File: config.mk
export PLATFORM = sky130hd
export DESIGN_NAME = morse_input_conditioner
export DESIGN_NICKNAME = d
export VERILOG_FILES = /design/src/rtl/morse_input_conditioner.sv
export SDC_FILE = /design/constraint.sdc
export NUM_CORES = 1
export LEC_CHECK = 0
export CAP_MARGIN = 5
export CORE_MARGIN = 2
export CORE_UTILIZATION = 45
export DETAILED_ROUTE_END_ITERATION = 7
export GPL_TIMING_DRIVEN = 0
export SLEW_MARGIN = 10
export SYNTH_ARGS = -nofsm -noshare
export SYNTH_HDL_FRONTEND = slang
export SYNTH_SLANG_ARGS = --single-unit
File: constraint.sdc
create_clock -name clk -period 6.1 [get_ports clk]
set_input_delay 1.22 -clock clk [delete_from_list [all_inputs] [get_ports clk]]
set_output_delay 1.22 -clock clk [all_outputs]
set_load 0.01 [all_outputs]
File: src/rtl/morse_input_conditioner.sv
// Conditions two Morse keys and a "done" switch: synchronize, debounce, edge-detect,
// then sequence dot/dash/done strobes and track the symbols of the current character.
module morse_input_conditioner #(
  parameter int DEBOUNCE_CYCLES = 1000000,
  parameter int GAP_CYCLES      = 75000000,
  parameter bit AUTO_DONE_EN    = 1'b1
) (
  input  logic       clk,
  input  logic       rst_n,
  input  logic [1:0] button_n,
  input  logic [3:0] switch_in,
  output logic       dot_pulse,
  output logic       dash_pulse,
  output logic       done_pulse,
  output logic       err_pulse,
  output logic [2:0] sym_count,
  output logic       busy
);

  localparam int DBW = (DEBOUNCE_CYCLES > 2) ? $clog2(DEBOUNCE_CYCLES) : 1;
  localparam int GW  = (GAP_CYCLES > 2) ? $clog2(GAP_CYCLES) : 1;
  localparam logic [DBW-1:0] DB_LAST  = DBW'(DEBOUNCE_CYCLES - 1);
  localparam logic [GW-1:0]  GAP_LAST = GW'(GAP_CYCLES - 1);
  localparam logic [2:0]     SYM_MAX  = 3'd5;

  typedef enum logic [0:0] {IDLE, COLLECT} state_e;

  // Channel order in the 3-bit vectors: [0]=dot, [1]=dash, [2]=done switch.
  logic [2:0]     sync1_q, sync2_q;
  logic [2:0]     level;
  logic [2:0]     stable_q, stable_d;
  logic [DBW-1:0] db_cnt_q [3];
  logic [DBW-1:0] db_cnt_d [3];
  logic [2:0]     press_ev;

  logic unused_switches;
  assign unused_switches = ^switch_in[3:1];

  // Raw (not yet inverted) levels are synchronized, so key stages idle at 1.
  assign level = {sync2_q[2], ~sync2_q[1:0]};

  always_comb begin
    // NOTE: every combinational output gets a default first so no latch can be inferred.
    stable_d = stable_q;
    press_ev = '0;
    for (int i = 0; i < 3; i++) begin
      db_cnt_d[i] = '0;
      if (level[i] != stable_q[i]) begin
        if (db_cnt_q[i] == DB_LAST) begin
          stable_d[i] = ~stable_q[i];
          press_ev[i] = ~stable_q[i];
        end else begin
          db_cnt_d[i] = db_cnt_q[i] + 1'b1;
        end
      end
    end
  end

  always_ff @(posedge clk or negedge rst_n) begin
    if (!rst_n) begin
      sync1_q  <= 3'b011;
      sync2_q  <= 3'b011;
      stable_q <= '0;
      for (int i = 0; i < 3; i++) db_cnt_q[i] <= '0;
    end else begin
      // NOTE: sequential state uses non-blocking assignments so every flop samples pre-edge values.
      sync1_q  <= {switch_in[0], button_n};
      sync2_q  <= sync1_q;
      stable_q <= stable_d;
      for (int i = 0; i < 3; i++) db_cnt_q[i] <= db_cnt_d[i];
    end
  end

  state_e        state_q, state_d;
  logic [2:0]    sym_q, sym_d;
  logic [GW-1:0] gap_q, gap_d;
  logic          pend_q, pend_d;
  logic          dot_q, dot_d, dash_q, dash_d, done_q, done_d, err_q, err_d;
  logic          dot_ev, dash_ev, done_ev, sym_ev, accepted;

  assign dot_ev  = press_ev[0];
  assign dash_ev = press_ev[1];
  assign done_ev = press_ev[2];
  assign sym_ev  = dot_ev | dash_ev;

  always_comb begin
    state_d  = state_q;
    sym_d    = sym_q;
    gap_d    = gap_q;
    pend_d   = 1'b0;
    dot_d    = 1'b0;
    dash_d   = 1'b0;
    done_d   = 1'b0;
    err_d    = 1'b0;
    accepted = 1'b0;
    if (pend_q) begin
      // Deferred done from a symbol+done collision; any event landing here is dropped.
      done_d  = 1'b1;
      sym_d   = '0;
      gap_d   = '0;
      state_d = IDLE;
      err_d   = |press_ev;
    end else begin
      if (dot_ev && dash_ev) begin
        err_d = 1'b1;
      end else if (sym_ev) begin
        if (sym_q < SYM_MAX) begin
          accepted = 1'b1;
          dot_d    = dot_ev;
          dash_d   = dash_ev;
          sym_d    = sym_q + 3'd1;
          gap_d    = '0;
          state_d  = COLLECT;
          pend_d   = done_ev;
        end else begin
          err_d = 1'b1;
        end
      end
      if (!accepted) begin
        if (done_ev) begin
          if (state_q == COLLECT) begin
            done_d  = 1'b1;
            sym_d   = '0;
            gap_d   = '0;
            state_d = IDLE;
          end else begin
            err_d = 1'b1;
          end
        end else if (AUTO_DONE_EN && state_q == COLLECT && !sym_ev) begin
          if (gap_q == GAP_LAST) begin
            done_d  = 1'b1;
            sym_d   = '0;
            gap_d   = '0;
            state_d = IDLE;
          end else begin
            gap_d = gap_q + 1'b1;
          end
        end
      end
    end
  end

  always_ff @(posedge clk or negedge rst_n) begin
    if (!rst_n) begin
      state_q <= IDLE;
      sym_q   <= '0;
      gap_q   <= '0;
      pend_q  <= 1'b0;
      dot_q   <= 1'b0;
      dash_q  <= 1'b0;
      done_q  <= 1'b0;
      err_q   <= 1'b0;
    end else begin
      state_q <= state_d;
      sym_q   <= sym_d;
      gap_q   <= gap_d;
      pend_q  <= pend_d;
      dot_q   <= dot_d;
      dash_q  <= dash_d;
      done_q  <= done_d;
      err_q   <= err_d;
    end
  end

  assign dot_pulse  = dot_q;
  assign dash_pulse = dash_q;
  assign done_pulse = done_q;
  assign err_pulse  = err_q;
  assign sym_count  = sym_q;
  assign busy       = (state_q == COLLECT);

endmodule

Word level (Yosys, flattened, before mapping)
Index checks and enable logic that the tools add are counted.
Storage, ports and cells
  logic and storage cells: 109
  output and inout bits: 8
  bits of input ports: 8
  register bits after elaboration: 105
Cells by class
  multiplexer cells: 68
  equal/unequal tests: 7
  bitwise gates (word level): 5
  reductions and logical operators: 7
  $add $sub $neg: 5
  magnitude comparators: 1
Operators by type and width (number)
  27-bit 2-to-1 mux: 9
  20-bit 2-to-1 mux: 6
  20-bit by 1-bit adder with 20-bit output, second input constant: 3
  20-bit == test, second input constant: 3
  1-bit 2-to-1 mux: 44
  27-bit by 1-bit adder with 27-bit output, second input constant: 1
  27-bit == test, second input constant: 1
  3-bit 2-to-1 mux: 9
  2-bit AND reduction: 3
  3-bit by 1-bit adder with 3-bit output, second input constant: 1
  3-bit < comparator, second input constant: 1
  1-bit inequality test: 3
  1-bit inverter: 3
  3-bit OR reduction: 1
  1-bit logical AND: 2
  2-bit inverter: 1
  1-bit zero test: 1
  1-bit bitwise OR: 1

Depth between registers and ports, before layout
  depth after elaboration: 11
  gate-level depth with buffers: 9
  gate-level depth less buffers: 7

Worst setup path after synthesis
No wires, ideal clock.
  path kind: register to register
  start point: reg db_cnt_q[20] (netlist bit)
  end point: reg gap_q[26]
  period minus slack after synthesis: 2.277 ns
  path buffers: 0
  slack: 3.823 ns
  arrival time: 2.197 ns
  required time: 6.020 ns
  library setup time: 0.080 ns
  stages on the path, launching flop included: 8
  cells stage by stage: dfrtp_1 ha_1 and4_1 nand4_4 o2bb2ai_4 or4_4 or4_4 a31oi_4
On the way
  word-level cells in the longest chain between the ends: 10
RTL lines
  start, declared: line 32  | logic [DBW-1:0] db_cnt_q [3];
  20-bit == test *: line 49  | if (db_cnt_q[i] == DB_LAST) begin
  1-bit 2-to-1 mux *: line 49
  1-bit 2-to-1 mux *: line 48  | if (level[i] != stable_q[i]) begin
  1-bit bitwise OR: line 84  | assign sym_ev = dot_ev | dash_ev;
  27-bit 2-to-1 mux / 1-bit zero test (equally long branches): line 106, 129
  27-bit 2-to-1 mux / 1-bit logical AND (equally long branches): line 104, 129
  27-bit 2-to-1 mux (on tied branches): line 129, 121
  27-bit 2-to-1 mux: line 120  | if (done_ev) begin
  27-bit 2-to-1 mux *: line 119  | if (!accepted) begin
  27-bit 2-to-1 mux *: line 96  | if (pend_q) begin
  via gap_d[26]: line 76  | logic [GW-1:0] gap_q, gap_d;
  end signal, assigned: line 156  | gap_q <= gap_d;
  end, declared: line 76
The timed path passes the listed nets; every way through them passes the cells marked *. The select of a mux whose other input is x is not followed.
A chain may end at the register's enable or synchronous reset.

Final worst setup path
  start point: reg gap_q[0]
  end point: reg gap_q[19]
On the way
  word-level cells in the longest chain between the ends: 6
RTL lines
  27-bit by 1-bit adder with 27-bit output / 27-bit == test (equally long branches): line 136, 130
  27-bit 2-to-1 mux *: line 130  | if (gap_q == GAP_LAST) begin
  27-bit 2-to-1 mux *: line 129  | end else if (AUTO_DONE_EN && state_q == COLLECT && !sym_ev) begin
  27-bit 2-to-1 mux *: line 120
  27-bit 2-to-1 mux *: line 119
  27-bit 2-to-1 mux *: line 96
  via gap_d[19]: line 76
The timed path passes the listed nets; every way through them passes the cells marked *.

==> results.md <==
* CTS Hold Bufs at 0
* Die ar. at 14000 um^2
* Setup bufs post-CTS at 0
* Vias at 4494
* Design Area, Final at 6570 um^2
* Initial antenna violation count at 0
* Antenna Nets Post-Route at 0
* RePlAce Congestion at 0.881
* Tmin final at 2.60 ns
* ANT cells at 0
* Port-buffer cells at 12
* DR iter-0 viols at 220
* Tightest Pin Transition at 0.700 ns
* Nets at 644
* Mapped Nets at 620
* Comb power frac at 0.027
* Worst relative slew slack at 0.529
* Compound-Gate Fraction of Synth Area at 0.0901
* GRT overflow at 0
* Crit end category: register
* Critical Path AT at 2.86 ns
* Fill cell count at 1164
* CTS resizes at 0
* Max incr delay on CP at 0.46 ns
* Pwr dens at 206 nW/um^2
* Worst Hold Class: reg2reg
* Post-synth top area share at 0.429
* CP Capture Point: gap_q[19]
* DP Area at 6250 um^2
* Xor/xnor share of the synthesized area at 0.0905
* Final wirelength at 12400 um
* Synth Area in Simple Gates at 0.321
* Total power at 1.35 mW
* Unique masters post-synth at 77
* R2R setup slack at 3.50 ns
* Synth area leader: dfrtp_1
* Clock Sinks at 105
* Vias in the first global route at 4468
* Hold WS at 0.358 ns
* Largest family of logic cells by synthesized area: simple AND/OR/NAND/NOR gates
* Register share of total power at 0.525
* Top FF cell, synth: dfrtp_1
* Post-place setup slack at 3.56 ns
* Worst path required time at 6.35 ns
* Area occupied by multi-input gates at 3030 um^2
* Reg2reg end: gap_q[19]
* Largest net degree at the start of global routing at 83
* NetSw at 309 uW
* TritonRoute pass-1 iters at 5
* Total track usage at 0.186
* CTS Buffer Depth at 2
* Final WS setup at 3.50 ns
* HPWL after DPL at 8780 um
* TritonCTS Buffers at 9
* Syn Inst Count at 607
* Multiplexer share of the synthesized area at 0.00361
* Max-cap violations at 0
* Pint at 1.04 mW
* Number of cell rows at 41
* Peak supply drop at 0.142 mV
* Number of synthesized register bits at 105
* Ys async rst share at 1.00
* Global-route wire length before repair at 21700 um
* Reg area at 2630 um^2
* Total negative slack at 0 ns
* CP startpoint: gap_q[0]
* Layout Cells excl Fill at 808
* Highest clock rate at 384 MHz
* H-tree levels at 3
* Synth top area cells: dfrtp_1, nor2_1, xor2_1, xnor2_1, nand2_1
* Die width at 118 um
* Lkg Pwr at 2.67 nW
* Placeable core area at 12700 um^2
* Wire per inst at 15.4 um
* Initial core utilization at 0.465
* Mapped cell area at 5890 um^2
* Clk pin slew, worst setup/hold paths at 0.07 ns
* Share of layout cells above drive strength 1 at 0.126
* Clk_skew at 0.00746 ns
* Worst Reg-to-Reg Cells at 8
* CTS tree: done
* Die Ht at 118 um
* Post-synth EDFFs at 0
* Fin util at 0.518
* Status: complete, no violations
* Sw frac at 0.229
* CP Class: reg2reg
* Avg Inst Size Synth at 9.70 um^2
* Worst-skew pair later-pin latency at 0.34 ns
* Hold Vio Cnt, Final at 0
* YS warnings at 0
* Area Overhead vs Synth at 11.5%
* Root Buffer: clkbuf_16
* Max-slew violation count at 0
* DR DRC count at 0
* Sequential area share after synthesis at 0.447
* Ports at 16
* Vias/cell at 5.56
* Critical Path Start Type: register
* Period utilization at 0.427
* Critical path, cell by cell: ha_1 > and4_1 > nand4b_1 > nor2_1 > nor3_4 > clkbuf_1 > nand3b_1 > a31oi_1
* Max Fanout on Critical Path at 10
* Placed Cells at 792
* Reg2reg start: gap_q[0]
* Clk pwr share at 0.448
* Setup-failing EPs final at 0
* Post-synthesis adder-cell area fraction at 0.0106
* Unrepaired setup endpoints after global routing: false
* CP max-delay cell: clkbuf_1
[synth_stat cells (6+ instances only)]
cell type	n
inv_1	8
a31oi_1	13
nor4_1	12
nor3_1	10
dfrtp_1	101
nand2_1	60
and3_1	18
xnor2_1	29
nor2_1	92
xor2_1	30
nand4_1	20
nand3_1	39
buf_4	6
buf_6	6
a21oi_1	14
buf_2	7
and4_1	6
o21ai_0	11
clkbuf_1	9
[cells by family after synthesis]
group                    Yosys count
AND/OR/NAND/NOR                  327
flip-flops                       105
AO/OA/AOI/OAI                     70
XOR/XNOR                          60
buffers and inverters             38
adder cells (fa/ha/maj)            5
multiplexers                       2
[power by group through the flow]
| stage | clock network [mW] | logic (mW) | registers (mW) |
|---|---|---|---|
| 3_3_place_gp | 0 | 0.0356 | 0.723 |
| 5_1_grt | 0.648 | 0.0441 | 0.711 |
| 4_1_cts | 0.622 | 0.0387 | 0.709 |
| 3_5_place_dp | 0 | 0.0383 | 0.723 |
| 2_1_floorplan | 0 | 0.0153 | 0.722 |
| 6_report | 0.604 | 0.0369 | 0.709 |
[worst max-delay path: cells and delay by family, from the launching register on]
family	cells	cell delay, ns
buffers and inverters	1	0.46
DFF	1	0.44
adders and majority gates	1	0.30
and+or+nand+nor	5	1.10
AOI/OAI and AO/OA	1	0.22
[layout by cell type (no fill, tap or decap), types with 6 or more instances in the layout]
cell type | synthesis | layout
dfrtp_1 | 101 | 101
nor2_1 | 92 | 92
nand2_1 | 60 | 60
nand3_1 | 39 | 39
xor2_1 | 30 | 30
xnor2_1 | 29 | 29
nand4_1 | 20 | 20
and3_1 | 18 | 18
a21oi_1 | 14 | 14
a31oi_1 | 13 | 13
nor4_1 | 12 | 12
o21ai_0 | 11 | 11
clkdlybuf4s50_1 | 0 | 11
nor3_1 | 10 | 10
clkbuf_1 | 9 | 9
clkbuf_16 | 0 | 9
inv_1 | 8 | 8
buf_2 | 7 | 7
buf_6 | 6 | 7
and4_1 | 6 | 6
buf_4 | 6 | 6
[state kept, by name (all words and copies together), names as in the netlist]
name and flops:
stable_q 3, sym_count 3, sync2_q 3, busy 1
err_pulse 1, dash_pulse 1, pend_q 1, db_cnt_q 60
sync1_q 3, dot_pulse 1, done_pulse 1, gap_q 27
[worst min-delay path by stage]
| stage | startpoint | end | slack, ns | cells past startpoint |
|---|---|---|---|---|
| floorplan | sync1_q[2] | sync2_q[2] | 0.33 | 0 |
| global placement | sync1_q[2] | sync2_q[2] | 0.34 | 0 |
| detailed placement | sync1_q[2] | sync2_q[2] | 0.34 | 0 |
| CTS | sync1_q[2] | sync2_q[2] | 0.36 | 0 |
| global route | sync1_q[0] | sync2_q[0] | 0.37 | 0 |
| finish | sync1_q[2] | sync2_q[2] | 0.36 | 0 |
[layer usage]
metal  vias up  track usage  part of all wire
met1      2200        0.254              0.48
met2        63        0.305              0.48
met5         -            0                 0
met4         0       0.0476             0.014
li1       2216            -                 -
met3        15       0.0328             0.026
[area by class of cell]
type / count / share of cell area
repair buffers: 13 / 0.0227
inverters: 8 / 0.00457
flip-flops and latches: 105 / 0.401
clock buffers: 9 / 0.0343
clock inverters: 7 / 0.0135
plain buffers: 30 / 0.0290
multi-input cells: 464 / 0.462
well taps: 172 / 0.0328
No activity file was read; power rests on OpenSTA's default activity.
